[src/rtl/nrisc_run_ctrl_if.sv]
// Bus bundle between the nRisc run controller and its host, memories and core.
// The controller connects through the slave modport; the host/system side uses master.
interface nrisc_run_ctrl_if #(
    parameter int ADDR_W = 8,
    parameter int LEN_W  = ADDR_W + 1
);
    logic              start;
    logic [LEN_W-1:0]  inst_len;
    logic [LEN_W-1:0]  data_len;
    logic [LEN_W-1:0]  dump_len;
    logic              host_valid;
    logic [7:0]        host_data;
    logic              host_ready;
    logic              imem_we;
    logic [ADDR_W-1:0] imem_addr;
    logic [7:0]        imem_wdata;
    logic              dmem_we;
    logic [ADDR_W-1:0] dmem_addr;
    logic [7:0]        dmem_wdata;
    logic [7:0]        dmem_rdata;
    logic              mem_owner;
    logic              core_rst_n;
    logic [7:0]        core_instr;
    logic              out_valid;
    logic [7:0]        out_data;
    logic              out_ready;
    logic              busy;
    logic              done;
    logic              timeout;
    logic [15:0]       run_cycles;

    modport slave (
        input  start, inst_len, data_len, dump_len, host_valid, host_data,
               dmem_rdata, core_instr, out_ready,
        output host_ready, imem_we, imem_addr, imem_wdata, dmem_we, dmem_addr,
               dmem_wdata, mem_owner, core_rst_n, out_valid, out_data, busy,
               done, timeout, run_cycles
    );

    modport master (
        output start, inst_len, data_len, dump_len, host_valid, host_data,
               dmem_rdata, core_instr, out_ready,
        input  host_ready, imem_we, imem_addr, imem_wdata, dmem_we, dmem_addr,
               dmem_wdata, mem_owner, core_rst_n, out_valid, out_data, busy,
               done, timeout, run_cycles
    );
endinterface

[src/rtl/nrisc_run_ctrl.sv]
// Load/run/dump sequencer for the nRisc core and its instruction/data memories.
// Defining WATCHDOG_EN ends RUN after MAX_CYCLES cycles without HALT and flags timeout.
module nrisc_run_ctrl #(
    parameter int ADDR_W     = 8,
    parameter int LEN_W      = ADDR_W + 1,
    parameter int MAX_CYCLES = 1024
) (
    input logic             CLK,
    input logic             RESET,
    nrisc_run_ctrl_if.slave bus
);
    // state    | meaning
    // S_IDLE   | after reset, core in reset, waiting for start
    // S_LOAD_I | streaming host bytes into instruction memory
    // S_LOAD_D | streaming host bytes into data memory
    // S_RUN    | core released, counting cycles until HALT (or watchdog)
    // S_DUMP   | core in reset, streaming data memory window to host
    // S_DONE   | session complete, waiting for start
    typedef enum logic [2:0] {
        S_IDLE, S_LOAD_I, S_LOAD_D, S_RUN, S_DUMP, S_DONE
    } state_t;

`ifdef WATCHDOG_EN
    localparam bit WD_EN = 1'b1;
`else
    localparam bit WD_EN = 1'b0;
`endif
    localparam logic [LEN_W-1:0] DEPTH    = LEN_W'(2 ** ADDR_W);
    localparam logic [LEN_W-1:0] ONE      = LEN_W'(1);
    localparam logic [15:0]      WD_LIMIT = 16'(MAX_CYCLES);

    state_t           state, state_n;
    logic [LEN_W-1:0] cnt, cnt_n;
    logic [LEN_W-1:0] ilen, dlen, plen;
    logic [15:0]      cycles, cycles_n, cycles_inc;
    logic             timeout_q, timeout_n;
    logic             start_ok;

    function automatic logic [LEN_W-1:0] sat_len(input logic [LEN_W-1:0] len);
        return (len > DEPTH) ? DEPTH : len;
    endfunction

    assign cycles_inc = (cycles == 16'hFFFF) ? cycles : cycles + 16'd1;
    assign start_ok   = bus.start && (state == S_IDLE || state == S_DONE);

    always_ff @(posedge CLK) begin
        if (!RESET) begin
            state     <= S_IDLE;
            cnt       <= '0;
            ilen      <= '0;
            dlen      <= '0;
            plen      <= '0;
            cycles    <= '0;
            timeout_q <= 1'b0;
        end else begin
            state     <= state_n;
            cnt       <= cnt_n;
            cycles    <= cycles_n;
            timeout_q <= timeout_n;
            if (start_ok) begin
                ilen <= sat_len(bus.inst_len);
                dlen <= sat_len(bus.data_len);
                plen <= sat_len(bus.dump_len);
            end
        end
    end

    always_comb begin
        state_n        = state;
        cnt_n          = cnt;
        cycles_n       = cycles;
        timeout_n      = timeout_q;
        bus.host_ready = 1'b0;
        bus.imem_we    = 1'b0;
        bus.dmem_we    = 1'b0;
        bus.out_valid  = 1'b0;
        bus.mem_owner  = 1'b1;
        bus.core_rst_n = 1'b0;
        bus.imem_addr  = cnt[ADDR_W-1:0];
        bus.dmem_addr  = cnt[ADDR_W-1:0];
        bus.imem_wdata = bus.host_data;
        bus.dmem_wdata = bus.host_data;
        bus.out_data   = bus.dmem_rdata;
        bus.busy       = 1'b0;
        bus.done       = 1'b0;
        case (state)
            S_IDLE, S_DONE: begin
                bus.done = (state == S_DONE);
                if (start_ok) begin
                    cnt_n     = '0;
                    cycles_n  = '0;
                    timeout_n = 1'b0;
                    if (bus.inst_len != '0)      state_n = S_LOAD_I;
                    else if (bus.data_len != '0) state_n = S_LOAD_D;
                    else                         state_n = S_RUN;
                end
            end
            S_LOAD_I: begin
                bus.busy       = 1'b1;
                bus.host_ready = 1'b1;
                bus.imem_we    = bus.host_valid;
                if (bus.host_valid) begin
                    if (cnt == ilen - ONE) begin
                        cnt_n   = '0;
                        state_n = (dlen != '0) ? S_LOAD_D : S_RUN;
                    end else begin
                        cnt_n = cnt + ONE;
                    end
                end
            end
            S_LOAD_D: begin
                bus.busy       = 1'b1;
                bus.host_ready = 1'b1;
                bus.dmem_we    = bus.host_valid;
                if (bus.host_valid) begin
                    if (cnt == dlen - ONE) begin
                        cnt_n   = '0;
                        state_n = S_RUN;
                    end else begin
                        cnt_n = cnt + ONE;
                    end
                end
            end
            S_RUN: begin
                bus.busy       = 1'b1;
                bus.mem_owner  = 1'b0;
                bus.core_rst_n = 1'b1;
                cycles_n       = cycles_inc;
                if (bus.core_instr == 8'h00) begin
                    state_n = S_DUMP;
                end else if (WD_EN && cycles_inc >= WD_LIMIT) begin
                    timeout_n = 1'b1;
                    state_n   = S_DUMP;
                end
            end
            S_DUMP: begin
                bus.busy = 1'b1;
                if (cnt < plen) begin
                    bus.out_valid = 1'b1;
                    if (bus.out_ready) begin
                        cnt_n = cnt + ONE;
                        if (cnt + ONE == plen) state_n = S_DONE;
                    end
                end else begin
                    state_n = S_DONE;
                end
            end
            default: state_n = S_IDLE;
        endcase
    end

    assign bus.timeout    = timeout_q;
    assign bus.run_cycles = cycles;
endmodule

[src/flat_wrapper.sv]
// flat-port wrapper written by rule: the top's interface ports become plain ports
module nrisc_run_ctrl_flat 
#(
    parameter int ADDR_W     = 8,
    parameter int LEN_W      = ADDR_W + 1,
    parameter int MAX_CYCLES = 1024
)
  (CLK, RESET, bus_start, bus_inst_len, bus_data_len, bus_dump_len, bus_host_valid, bus_host_data, bus_dmem_rdata, bus_core_instr, bus_out_ready, bus_host_ready, bus_imem_we, bus_imem_addr, bus_imem_wdata, bus_dmem_we, bus_dmem_addr, bus_dmem_wdata, bus_mem_owner, bus_core_rst_n, bus_out_valid, bus_out_data, bus_busy, bus_done, bus_timeout, bus_run_cycles);
  nrisc_run_ctrl_if #(.ADDR_W(ADDR_W), .LEN_W(LEN_W)) bus_i ();
  input logic CLK;
  input logic RESET;
  input wire logic [$bits(bus_i.start)-1:0] bus_start;
  input wire logic [$bits(bus_i.inst_len)-1:0] bus_inst_len;
  input wire logic [$bits(bus_i.data_len)-1:0] bus_data_len;
  input wire logic [$bits(bus_i.dump_len)-1:0] bus_dump_len;
  input wire logic [$bits(bus_i.host_valid)-1:0] bus_host_valid;
  input wire logic [$bits(bus_i.host_data)-1:0] bus_host_data;
  input wire logic [$bits(bus_i.dmem_rdata)-1:0] bus_dmem_rdata;
  input wire logic [$bits(bus_i.core_instr)-1:0] bus_core_instr;
  input wire logic [$bits(bus_i.out_ready)-1:0] bus_out_ready;
  output wire logic [$bits(bus_i.host_ready)-1:0] bus_host_ready;
  output wire logic [$bits(bus_i.imem_we)-1:0] bus_imem_we;
  output wire logic [$bits(bus_i.imem_addr)-1:0] bus_imem_addr;
  output wire logic [$bits(bus_i.imem_wdata)-1:0] bus_imem_wdata;
  output wire logic [$bits(bus_i.dmem_we)-1:0] bus_dmem_we;
  output wire logic [$bits(bus_i.dmem_addr)-1:0] bus_dmem_addr;
  output wire logic [$bits(bus_i.dmem_wdata)-1:0] bus_dmem_wdata;
  output wire logic [$bits(bus_i.mem_owner)-1:0] bus_mem_owner;
  output wire logic [$bits(bus_i.core_rst_n)-1:0] bus_core_rst_n;
  output wire logic [$bits(bus_i.out_valid)-1:0] bus_out_valid;
  output wire logic [$bits(bus_i.out_data)-1:0] bus_out_data;
  output wire logic [$bits(bus_i.busy)-1:0] bus_busy;
  output wire logic [$bits(bus_i.done)-1:0] bus_done;
  output wire logic [$bits(bus_i.timeout)-1:0] bus_timeout;
  output wire logic [$bits(bus_i.run_cycles)-1:0] bus_run_cycles;
  assign bus_i.start = bus_start;
  assign bus_i.inst_len = bus_inst_len;
  assign bus_i.data_len = bus_data_len;
  assign bus_i.dump_len = bus_dump_len;
  assign bus_i.host_valid = bus_host_valid;
  assign bus_i.host_data = bus_host_data;
  assign bus_i.dmem_rdata = bus_dmem_rdata;
  assign bus_i.core_instr = bus_core_instr;
  assign bus_i.out_ready = bus_out_ready;
  assign bus_host_ready = bus_i.host_ready;
  assign bus_imem_we = bus_i.imem_we;
  assign bus_imem_addr = bus_i.imem_addr;
  assign bus_imem_wdata = bus_i.imem_wdata;
  assign bus_dmem_we = bus_i.dmem_we;
  assign bus_dmem_addr = bus_i.dmem_addr;
  assign bus_dmem_wdata = bus_i.dmem_wdata;
  assign bus_mem_owner = bus_i.mem_owner;
  assign bus_core_rst_n = bus_i.core_rst_n;
  assign bus_out_valid = bus_i.out_valid;
  assign bus_out_data = bus_i.out_data;
  assign bus_busy = bus_i.busy;
  assign bus_done = bus_i.done;
  assign bus_timeout = bus_i.timeout;
  assign bus_run_cycles = bus_i.run_cycles;
  nrisc_run_ctrl #(.ADDR_W(ADDR_W), .LEN_W(LEN_W), .MAX_CYCLES(MAX_CYCLES)) u_core (.CLK(CLK), .RESET(RESET), .bus(bus_i));
endmodule
[config.mk]
export PLATFORM = sky130hd
export DESIGN_NAME = nrisc_run_ctrl_flat
export DESIGN_NICKNAME = d
export VERILOG_FILES = /design/src/rtl/nrisc_run_ctrl_if.sv /design/src/rtl/nrisc_run_ctrl.sv /design/src/flat_wrapper.sv
export SDC_FILE = /design/constraint.sdc
export NUM_CORES = 1
export LEC_CHECK = 0
export BUFFER_PORTS_ARGS = -buffer_cell sky130_fd_sc_hd__buf_2
export CORE_MARGIN = 1
export CORE_UTILIZATION = 53
export CTS_CLUSTER_DIAMETER = 80
export DETAILED_ROUTE_END_ITERATION = 7
export PLACE_DENSITY = 0.81
export SYNTH_ARGS = -nofsm -noshare
export SYNTH_HDL_FRONTEND = slang
export SYNTH_SLANG_ARGS = --single-unit
[constraint.sdc]
create_clock -name CLK -period 3.1 [get_ports CLK]
set_input_delay 0.155 -clock CLK [delete_from_list [all_inputs] [get_ports CLK]]
set_output_delay 0.155 -clock CLK [all_outputs]
set_load 0.02 [all_outputs]
==> results of run 1 <==
[logic make-up after synthesis]
family / count (synthesis)
DFF: 55
other: 1
adders and majority gates: 13
and+or+nand+nor: 213
buffers and inverters: 96
AOI/OAI and AO/OA: 111
xor gates and xnor gates: 45
muxes: 4
[synthesized netlist by cell type, types with 18 or more instances]
| cell | count | area [sq um] |
|---|---|---|
| xor2_1 | 18 | 158 |
| clkbuf_1 | 20 | 75.1 |
| nor2_1 | 32 | 120 |
| nand2_1 | 63 | 236 |
| inv_1 | 28 | 105 |
| o21ai_0 | 19 | 95.1 |
| nand3b_1 | 27 | 203 |
| buf_4 | 42 | 315 |
| a21boi_0 | 27 | 203 |
| xnor2_1 | 26 | 228 |
| dfxtp_1 | 55 | 1100 |
| nand3_1 | 19 | 95.1 |
[sequential cells by signal (all words and copies together), names as in the netlist]
| name | count |
|---|---|
| u_core.bus.run_cycles | 16 |
| u_core.cnt | 9 |
| u_core.dlen | 9 |
| u_core.ilen | 9 |
| u_core.plen | 9 |
| u_core.state | 3 |
[cell type report]
type	count	area, sq um	share of cell area (%)
Tap cell	99	124	2.79
Timing Repair Buffer	92	493	11.1
Sequential cell	55	1100	24.8
Multi-Input combinational cell	387	2530	57.0
Clock buffer	6	72.6	1.63
Inverter	28	105	2.36
Clock inverter	2	16.3	0.366
[how the worst max path moves through the flow]
| stage | startpoint | end | slack, ps |
|---|---|---|---|
| 6_report | u_core.ilen[0]$_SDFFE_PN0P_ | u_core.state[1]$_SDFFE_PN0P_ | 300 |
| 3_5_place_dp | u_core.ilen[0]$_SDFFE_PN0P_ | u_core.state[1]$_SDFFE_PN0P_ | 320 |
| 4_1_cts | u_core.ilen[0]$_SDFFE_PN0P_ | u_core.state[1]$_SDFFE_PN0P_ | 280 |
| 2_1_floorplan | u_core.ilen[0]$_SDFFE_PN0P_ | u_core.state[1]$_SDFFE_PN0P_ | 640 |
| 5_1_grt | u_core.ilen[0]$_SDFFE_PN0P_ | u_core.state[1]$_SDFFE_PN0P_ | 60 |
| 3_3_place_gp | u_core.ilen[0]$_SDFFE_PN0P_ | u_core.state[1]$_SDFFE_PN0P_ | 400 |
[through the flow]
| step | setup slack, ps | utilization (%) | power (mW) | instances | hold WS (ps) |
|---|---|---|---|---|---|
| after floorplan | 644 | - | 1.51 | 538 | 300 |
| after global placement | 395 | 58.7 | 1.68 | 661 | 310 |
| after detailed placement | 324 | 58.7 | 1.70 | 661 | 310 |
| after CTS | 281 | 59.9 | 2.10 | 669 | 109 |
| after global routing | 63.0 | 60.0 | 2.23 | 669 | 115 |
| final | 295 | 60.0 | 2.11 | 669 | 107 |
[worst min-delay path, delay by kind of cell]
kind                   cells  cell delay (ps)
buffers and inverters      1               90
AOI/OAI and AO/OA          1               70
and+or+nand+nor            1               60
[per-layer routing]
metal	track usage, %	part of all wire, %
met3	3.54	6.8
met2	42.1	48
met4	10.1	1.8
met5	0	0
met1	32.2	44
[power groups by stage]
stage	Combinational [mW]	Clock (mW)	Sequential, mW
after floorplan	0.686	0	0.823
after global placement	0.834	0	0.842
after detailed placement	0.852	0	0.844
after CTS	0.860	0.417	0.828
after global routing	0.950	0.441	0.838
final	0.867	0.410	0.830
[repair_timing]
action | 4_1_cts | 5_1_grt
setup buffers | 0 | 0
setup endpoints to repair | 0 | 1
resized for setup | 0 | 1
==> metrics.md, run 1 <==
| Metric | Value |
|---|---|
| Buf/Inv on CP | `2` |
| Layout area overhead | `7.12%` |
| Crit path DAT | `3040 ps` |
| Cell area after layout | `0.00444 sq mm` |
| Highest attainable clock frequency | `357 MHz` |
| Top FF cell, synth | `dfxtp_1` |
| Unrepaired setup endpoints after global routing | `false` |
| Outcome | `finished, final reports clean` |
| R2r setup slk | `300 ps` |
| Site Rows | `31` |
| Commonest non-fill, non-tap cells in the layout | `buf_2, nand2_1, dfxtp_1` |
| EDFF count, synth | `0` |
| Placed Area | `0.00435 sq mm` |
| Min-delay worst type | `in -> reg` |
| Max cap viols | `0` |
| Worst r2r src | `u_core.ilen[0]$_SDFFE_PN0P_` |
| P_leak | `1.78 nW` |
| CP max-delay cell | `or4b_1` |
| Max VDD drop | `0.252 mV` |
| All-Layer GR Usage | `25.1%` |
| Detail Route Antenna Nets | `0` |
| Crit Path Max Fanout | `13` |
| Seq/Total Area, Yosys | `26.5%` |
| Syn_nets | `607` |
| Vias in the first global route | `3508` |
| H-tree levels | `2` |
| Hold buffer count at cts | `0` |
| Fin crit period | `2800 ps` |
| Layout net count | `638` |
| Largest family of logic cells by synthesized area | `simple AND/OR/NAND/NOR gates` |
| Post-Syn Instances | `538` |
| Ant. Diodes | `0` |
| Clk root buf | `clkbuf_8` |
| Worst hold path endpoint | `u_core.plen[3]$_SDFFE_PN0P_` |
| Asr flop ratio synth | `0%` |
| Clock Sinks | `55` |
| Die width | `90.5 um` |
| Mux share of post-synthesis cell area | `0.965%` |
| Synth Area in Adders | `3.92%` |
| Detailed-route via count | `3897` |
| Grt ovf | `0` |
| Max-slew violation count | `0` |
| Reg2reg path depth | `9` |
| Post-Synth XOR/XNOR Area | `9.83%` |
| Total CTS buffers | `5` |
| I/O pin count | `121` |
| Period Utilization, post-route | `90.5%` |
| Least-Margin Pin Slew | `986 ps` |
| Commonest non-fill, non-tap cell in the layout | `buf_2` |
| Sw Ratio | `40.6%` |
| CP Cell Sequence | `inv_1 -> ha_1 -> or4b_1 -> a311o_1 -> a2111oi_2 -> o31ai_1 -> buf_4 -> a311o_1 -> a211oi_1` |
| Cell family with most CP delay | `compound AO/OA/AOI/OAI gates` |
| Synth warnings | `0` |
| Clk pwr share | `19.5%` |
| Logic pwr share | `41.1%` |
| 1st-iter DRT viols | `415` |
| Mapped Avg Cell Area | `7.71 sq um` |
| Die Ht | `90.5 um` |
| Hold Fails Final Rpt | `0` |
| Synth unique cells | `58` |
| Area of the die | `0.00819 sq mm` |
| Clk_lat worst skew | `320 ps` |
| Slew headroom | `34.1%` |
| First-pass GRT wire length | `16800 um` |
| Vias per inst | `5.83` |
| DRT Pass-1 Iters | `5` |
| Largest net degree at the start of global routing | `39` |
| Synth Area in Simple Gates | `27.0%` |
| CP Class | `reg -> reg` |
| CP peak stage delay | `470 ps` |
| Share of post-route cells with drive strength above 1 | `18.2%` |
| WL final | `10300 um` |
| Worst path required time | `3340 ps` |
| FF+latch count, synth | `55` |
| CTS tree | `built` |
| Setup violators final | `0` |
| Hold path depth | `3` |
| Clock Path Buffers | `2` |
| # port buffers | `79` |
| Setup crit end kind | `flip-flop` |
| TNS Setup | `0 ps` |
| Residual DRC | `0` |
| Antenna violations before repair | `0` |
| Initial core utilization | `56.0%` |
| WL/cell | `15.4 um` |
| Sw Pwr | `0.855 mW` |
| Clk_skew | `7.49 ps` |
| Most Frequent Cell on Critical Path | `a311o_1` |
| Final Wtd Congestion | `0.933` |
| Hold path start | `bus_dump_len[3]` |
| P per Cell Area | `474 mW/mm^2` |
| Internal power | `1.25 mW` |
| Fillers | `684` |
| Mapped cell area | `0.00415 sq mm` |
| Startpoint Class | `flip-flop` |
| Crit. path cell count | `9` |
| Core ar. | `0.00741 sq mm` |
| Reg clk slew, reported paths | `100 ps` |
| Reg-to-Reg End | `u_core.state[1]$_SDFFE_PN0P_` |
| Synth Area in Compound Gates | `19.1%` |
| Dpl hpwl | `7760 um` |
| Reg power frac | `39.4%` |
Power figures use the tool's default switching activity.
==> inputs of run 2 (changes only) <==
--- a/config.mk
+++ b/config.mk
@@ -5,7 +5,7 @@
 export SDC_FILE = /design/constraint.sdc
 export NUM_CORES = 1
 export LEC_CHECK = 0
-export BUFFER_PORTS_ARGS = -buffer_cell sky130_fd_sc_hd__buf_2
+export BUFFER_PORTS_ARGS = -buffer_cell sky130_fd_sc_hd__clkbuf_2
 export CORE_MARGIN = 1
 export CORE_UTILIZATION = 53
 export CTS_CLUSTER_DIAMETER = 80
==> run 2 against run 1 <==
Against the previous run:
- sequential power about the same
- sequential cell count unchanged
- sequential share of layout area down 0.15 points
- first-iteration DRC count down 13%
- worst setup slack worse by 48 ps
- non-clock buffer count up 2
- clock power up 17%
- critical endpoint unchanged
==> metrics.md, run 2 (synthesis results as in run 1) <==
| Metric | Value |
|---|---|
| Detail Route Antenna Nets | `0 (unchanged)` |
| Crit Path Max Fanout | `10 (-3)` |
| Reg2reg path depth | `7 (-2)` |
| 1st-iter DRT viols | `361 (-13%)` |
| Dpl hpwl | `7720 um (-0.57%)` |
| Area of the die | `0.00819 sq mm (unchanged)` |
| Vias in the first global route | `3495 (-0.37%)` |
| Setup crit end kind | `flip-flop` |
| Max-slew violation count | `0 (unchanged)` |
| Die width | `90.5 um (unchanged)` |
| Max cap viols | `0 (unchanged)` |
| Share of post-route cells with drive strength above 1 | `18.4% (+0.14 points)` |
| WL/cell | `15.3 um (-0.37%)` |
| Core ar. | `0.00741 sq mm (unchanged)` |
| Period Utilization, post-route | `92.0% (+1.5 points)` |
| Ant. Diodes | `0 (unchanged)` |
| Slew headroom | `32.7% (-1.3 points)` |
| Least-Margin Pin Slew | `1010 ps (+19.8 ps)` |
| Hold buffer count at cts | `0 (unchanged)` |
| Largest net degree at the start of global routing | `47 (+21%)` |
| All-Layer GR Usage | `24.8% (-0.25 points)` |
| Crit path DAT | `3080 ps (+40 ps)` |
| Reg-to-Reg End | `u_core.state[1]$_SDFFE_PN0P_` |
| CP peak stage delay | `630 ps (+160 ps)` |
| Hold path start | `bus_dump_len[5]` |
| R2r setup slk | `250 ps (-50 ps)` |
| DRT Pass-1 Iters | `5 (unchanged)` |
| Worst path required time | `3330 ps (about the same)` |
| Max reg flops | `16 (unchanged)` |
| Site Rows | `31 (unchanged)` |
| Layout net count | `640 (+0.31%)` |
| Outcome | `finished, final reports clean` |
| Highest attainable clock frequency | `351 MHz (-1.7%)` |
| PnR worst setup slack | `247 ps (-47.9 ps)` |
| P_leak | `1.78 nW (-0.34%)` |
| Clk root buf | `clkbuf_8` |
| Grt ovf | `0 (unchanged)` |
| Startpoint Class | `flip-flop` |
| Clk_skew | `2.31 ps (-5.18 ps)` |
| Max VDD drop | `0.238 mV (-5.3%)` |
| # port buffers | `79 (unchanged)` |
| Post-CTS setup buffers | `0 (unchanged)` |
| CP Class | `reg -> reg` |
| TNS Setup | `0 ps (unchanged)` |
| Initial core utilization | `56.0% (unchanged)` |
| Clk_lat worst skew | `310 ps (about the same)` |
| Buf/Inv on CP | `0 (-2)` |
| Reg clk slew, reported paths | `100 ps (about the same)` |
| Detailed-route via count | `3851 (-1.2%)` |
| CP Cell Sequence | `nand3_1 -> nor3_1 -> xnor2_1 -> a2111oi_0 -> a31oi_1 -> a311o_1 -> a211oi_1` |
| Fin crit period | `2850 ps (+47.9 ps)` |
| Hold path depth | `3 (unchanged)` |
| WL final | `10300 um (-0.22%)` |
| Vias per inst | `5.75 (-1.3%)` |
| Worst hold path endpoint | `u_core.plen[5]$_SDFFE_PN0P_` |
| Clock Path Buffers | `2 (unchanged)` |
| Post-CTS resize count | `0 (unchanged)` |
| Final Wtd Congestion | `0.889 (-4.7%)` |
| Worst r2r src | `u_core.cnt[3]$_SDFFE_PN0P_` |
| Residual DRC | `0 (unchanged)` |
| P per Cell Area | `488 mW/mm^2 (+2.9%)` |
| Hold Fails Final Rpt | `0 (unchanged)` |
| Commonest non-fill, non-tap cell in the layout | `clkbuf_2` |
| First-pass GRT wire length | `16600 um (-0.82%)` |
| Antenna violations before repair | `0 (unchanged)` |
| Final hold slack | `93.4 ps (-13.2 ps)` |
| Clock Sinks | `55 (unchanged)` |
| Pre-CTS setup slack | `297 ps (-27.1 ps)` |
| Cell family with most CP delay | `compound AO/OA/AOI/OAI gates` |
| Setup violators final | `0 (unchanged)` |
| Commonest non-fill, non-tap cells in the layout | `clkbuf_2, nand2_1, dfxtp_1` |
| Total CTS buffers | `5 (unchanged)` |
| Unrepaired setup endpoints after global routing | `false` |
| Die Ht | `90.5 um (unchanged)` |
| I/O pin count | `121 (unchanged)` |
| H-tree levels | `2 (unchanged)` |
| CP max-delay cell | `dfxtp_1` |
| Finished Core Util | `60.4% (+0.37 points)` |
| Layout area overhead | `7.78%` |
| Min-delay worst type | `in -> reg` |
| CTS tree | `built` |
run 2: cell count changes in the layout (fill, tap and decap cells not counted), sizes merged:
cell	delta
inv	-1
bufinv	+1
clkbuf	+78
buf	-77
run 2: metrics by stage:
stage | instance area, sq um | power [mW] | std cells
6_report | 4470 | 2.18 | 670
5_1_grt | 4470 | 2.31 | 670
4_1_cts | 4470 | 2.18 | 670
3_5_place_dp | 4370 | 1.70 | 663
3_3_place_gp | 4370 | 1.68 | 663
2_1_floorplan | 4150 | 1.51 | 538
run 2: how the worst max path moves through the flow:
stage / from / end / slack [ps] / cells after the start
2_1_floorplan: u_core.ilen[0]$_SDFFE_PN0P_ / u_core.state[1]$_SDFFE_PN0P_ / 640 / 8
3_3_place_gp: u_core.ilen[0]$_SDFFE_PN0P_ / u_core.state[1]$_SDFFE_PN0P_ / 400 / 9
3_5_place_dp: u_core.ilen[0]$_SDFFE_PN0P_ / u_core.state[1]$_SDFFE_PN0P_ / 300 / 9
4_1_cts: u_core.ilen[0]$_SDFFE_PN0P_ / u_core.state[1]$_SDFFE_PN0P_ / 280 / 9
5_1_grt: u_core.cnt[3]$_SDFFE_PN0P_ / u_core.state[1]$_SDFFE_PN0P_ / 60 / 7
6_report: u_core.cnt[3]$_SDFFE_PN0P_ / u_core.state[1]$_SDFFE_PN0P_ / 250 / 7
run 2: power breakdown:
part / total, mW / switching, mW / internal [mW]
logic: 0.872 / 0.541 / 0.331
registers: 0.831 / 0.0735 / 0.757
clock network: 0.478 / 0.242 / 0.237
run 2: final cells by class:
| type | instances | area (sq um) |
|---|---|---|
| well taps | 99 | 124 |
| clock inverters | 2 | 37.5 |
| flip-flops and latches | 55 | 1100 |
| multi-input cells | 387 | 2530 |
| repair buffers | 94 | 508 |
| inverters | 28 | 105 |
| clock buffers | 5 | 68.8 |
| fillers | 665 | 2940 |
run 2: worst reg2reg max path, stage by stage, from the launching register on:
cell	delay [ps]
dfxtp_1	630
nand3_1	250
nor3_1	510
xnor2_1	140
a2111oi_0	320
a31oi_1	230
a311o_1	450
a211oi_1	250
run 2: metal layers:
metal	up-vias	wire, um	track usage (%)
li1	1927	-	-
met1	1735	4480	31.7
met2	161	4790	41.7
met3	28	756	3.87
met4	0	245	9.54
met5	-	0	0
==> inputs of run 3 (changes only) <==
--- a/config.mk
+++ b/config.mk
@@ -6,6 +6,7 @@
 export NUM_CORES = 1
 export LEC_CHECK = 0
 export BUFFER_PORTS_ARGS = -buffer_cell sky130_fd_sc_hd__clkbuf_2
+export CORE_ASPECT_RATIO = 1.1
 export CORE_MARGIN = 1
 export CORE_UTILIZATION = 53
 export CTS_CLUSTER_DIAMETER = 80
==> run 3 against run 2 <==
Against the previous run:
- sequential power increased by 1%
- worst setup slack improved by 36 ps
- final area decreased by 0.73%
- global-route usage decreased by 0.063 points
- clock power decreased by 14%
==> metrics.md, run 3 (synthesis results as in run 1) <==
| Metric | Value |
|---|---|
| Outcome | `finished, final reports clean` |
| Clock Sinks | `55 (unchanged)` |
| Non-Filler Instances | `674 (+0.60%)` |
| Clk root buf | `clkbuf_8` |
| Site Rows | `33 (+6.5%)` |
| Max VDD drop | `0.315 mV (+32%)` |
| Clock Path Buffers | `2 (unchanged)` |
| Die Ht | `94.8 um (+4.8%)` |
| Cell family with most CP delay | `compound AO/OA/AOI/OAI gates` |
| Period Utilization, post-route | `90.8% (-1.2 points)` |
| WL/cell | `14.8 um (-3.2%)` |
| Global routing usage on met2 | `41.3% (-0.39 points)` |
| Final hold slack | `105 ps (+11.4 ps)` |
| Final Wtd Congestion | `0.979 (+10%)` |
| CP Class | `reg -> reg` |
| Hold path start | `bus_dump_len[2]` |
| Worst path required time | `3340 ps (about the same)` |
| Slew headroom | `56.8% (+24 points)` |
| Highest attainable clock frequency | `355 MHz (+1.3%)` |
| Fin crit period | `2820 ps (-36.3 ps)` |
| Vias in the first global route | `3515 (+0.57%)` |
| Antenna violations before repair | `0 (unchanged)` |
| M1 GR Usage | `31.8% (+0.036 points)` |
| Area of the die | `0.00819 sq mm (about the same)` |
| Max reg flops | `16 (unchanged)` |
| Placed Cells | `666 (+0.45%)` |
| Post-CTS setup buffers | `0 (unchanged)` |
| Buf/Inv on CP | `2 (+2)` |
| Initial core utilization | `55.2% (-0.79 points)` |
| Max-slew violation count | `0 (unchanged)` |
| Layout net count | `637 (-0.47%)` |
| M3 GR Usage | `2.88% (-0.99 points)` |
| First-pass GRT wire length | `16300 um (-2.1%)` |
| CP max-delay cell | `or4b_1` |
| Post-CTS resize count | `0 (unchanged)` |
| Pre-CTS setup slack | `333 ps (+36.2 ps)` |
| Vias per inst | `5.77 (+0.36%)` |
| P per Cell Area | `475 mW/mm^2 (-2.5%)` |
| DRT Pass-1 Iters | `5 (unchanged)` |
| Setup crit end kind | `flip-flop` |
| Commonest non-fill, non-tap cell in the layout | `clkbuf_2` |
| Die width | `86.4 um (-4.5%)` |
| CTS tree | `built` |
| Detail Route Antenna Nets | `0 (unchanged)` |
| Least-Margin Pin Slew | `649 ps (-357 ps)` |
| Reg-to-Reg End | `u_core.state[1]$_SDFFE_PN0P_` |
| Startpoint Class | `flip-flop` |
| TNS Setup | `0 ps (unchanged)` |
| Tot Pwr | `2.11 mW (-3.3%)` |
| Crit Path Max Fanout | `13 (+3)` |
| Reg clk slew, reported paths | `110 ps (about the same)` |
| Hold buffer count at cts | `0 (unchanged)` |
| Commonest non-fill, non-tap cells in the layout | `clkbuf_2, nand2_1, dfxtp_1` |
| Total CTS buffers | `5 (unchanged)` |
| Reg2reg path depth | `9 (+2)` |
| PnR worst setup slack | `284 ps (+36.3 ps)` |
| Min-delay worst type | `in -> reg` |
| 1st-iter DRT viols | `342 (-5.3%)` |
| Ant. Diodes | `0 (unchanged)` |
| CP Cell Sequence | `inv_1 -> ha_1 -> or4b_1 -> a311o_1 -> a2111oi_2 -> o31ai_1 -> buf_4 -> a311o_1 -> a211oi_1` |
| Largest net degree at the start of global routing | `37 (-21%)` |
| Setup violators final | `0 (unchanged)` |
| Residual DRC | `0 (unchanged)` |
| I/O pin count | `121 (unchanged)` |
| WL final | `10000 um (-2.6%)` |
| Clk_lat worst skew | `310 ps (about the same)` |
| Hold path depth | `3 (unchanged)` |
| Detailed-route via count | `3888 (+0.96%)` |
| Most Frequent Cell on Critical Path | `a311o_1` |
| Unrepaired setup endpoints after global routing | `false` |
| Clk_skew | `12.6 ps (+10.3 ps)` |
| Share of post-route cells with drive strength above 1 | `17.9% (-0.46 points)` |
| Worst hold path endpoint | `u_core.plen[2]$_SDFFE_PN0P_` |
| Grt ovf | `0 (unchanged)` |
| Worst r2r src | `u_core.ilen[0]$_SDFFE_PN0P_` |
| # port buffers | `79 (unchanged)` |
| Dpl hpwl | `7640 um (-0.97%)` |
| Layout area overhead | `7.00%` |
| Core ar. | `0.00751 sq mm (+1.4%)` |
| Hold Fails Final Rpt | `0 (unchanged)` |
| Crit path DAT | `3050 ps (-30 ps)` |
| P_leak | `1.75 nW (-1.4%)` |
| CP peak stage delay | `460 ps (-170 ps)` |
| Most Used Layer, Global Route | `met2` |
| H-tree levels | `2 (unchanged)` |
| Max cap viols | `0 (unchanged)` |
| All-Layer GR Usage | `24.8% (-0.063 points)` |
| R2r setup slk | `280 ps (+40 ps)` |
==> run 3: area by class of cell <==
class,instances,area [sq um]
Multi-Input combinational cell,387,2530
Clock buffer,6,72.6
Clock inverter,2,16.3
Sequential cell,55,1100
Fill cell,694,3080
Tap cell,105,131
Timing Repair Buffer,91,485
Inverter,28,105
==> run 3: worst min-delay path: stages <==
cell and delay (ps):
clkbuf_2 80, nand3b_1 60, a21boi_0 70
==> run 3: worst max path at each step <==
stage | startpoint | end | slack [ps] | cells past startpoint
after floorplan | u_core.ilen[0]$_SDFFE_PN0P_ | u_core.state[1]$_SDFFE_PN0P_ | 640 | 8
after global placement | u_core.ilen[0]$_SDFFE_PN0P_ | u_core.state[1]$_SDFFE_PN0P_ | 410 | 9
after detailed placement | u_core.ilen[0]$_SDFFE_PN0P_ | u_core.state[1]$_SDFFE_PN0P_ | 330 | 9
after CTS | u_core.ilen[0]$_SDFFE_PN0P_ | u_core.state[1]$_SDFFE_PN0P_ | 310 | 9
after global routing | u_core.cnt[2]$_SDFFE_PN0P_ | u_core.state[1]$_SDFFE_PN0P_ | 130 | 7
final | u_core.ilen[0]$_SDFFE_PN0P_ | u_core.state[1]$_SDFFE_PN0P_ | 280 | 9
==> run 3: power by group <==
group,leakage (nW),total (mW),switching [mW],internal [mW]
logic,1.27,0.859,0.527,0.332
clock network,0.0418,0.412,0.249,0.163
registers,0.446,0.840,0.0821,0.758
==> run 3: metal layers <==
| metal | vias to the layer above | wire length (um) |
|---|---|---|
| met4 | 0 | 331 |
| li1 | 1916 | - |
| met1 | 1801 | 4410 |
| met2 | 131 | 4800 |
| met5 | - | 0 |
| met3 | 40 | 458 |
==> run 3: stage by stage <==
| stage | util [%] | area [sq um] |
|---|---|---|
| floorplan | - | 4150 |
| finish | 59.1 | 4440 |
| detailed placement | 57.9 | 4350 |
| CTS | 59.1 | 4440 |
| global route | 59.1 | 4440 |
| global placement | 57.9 | 4350 |
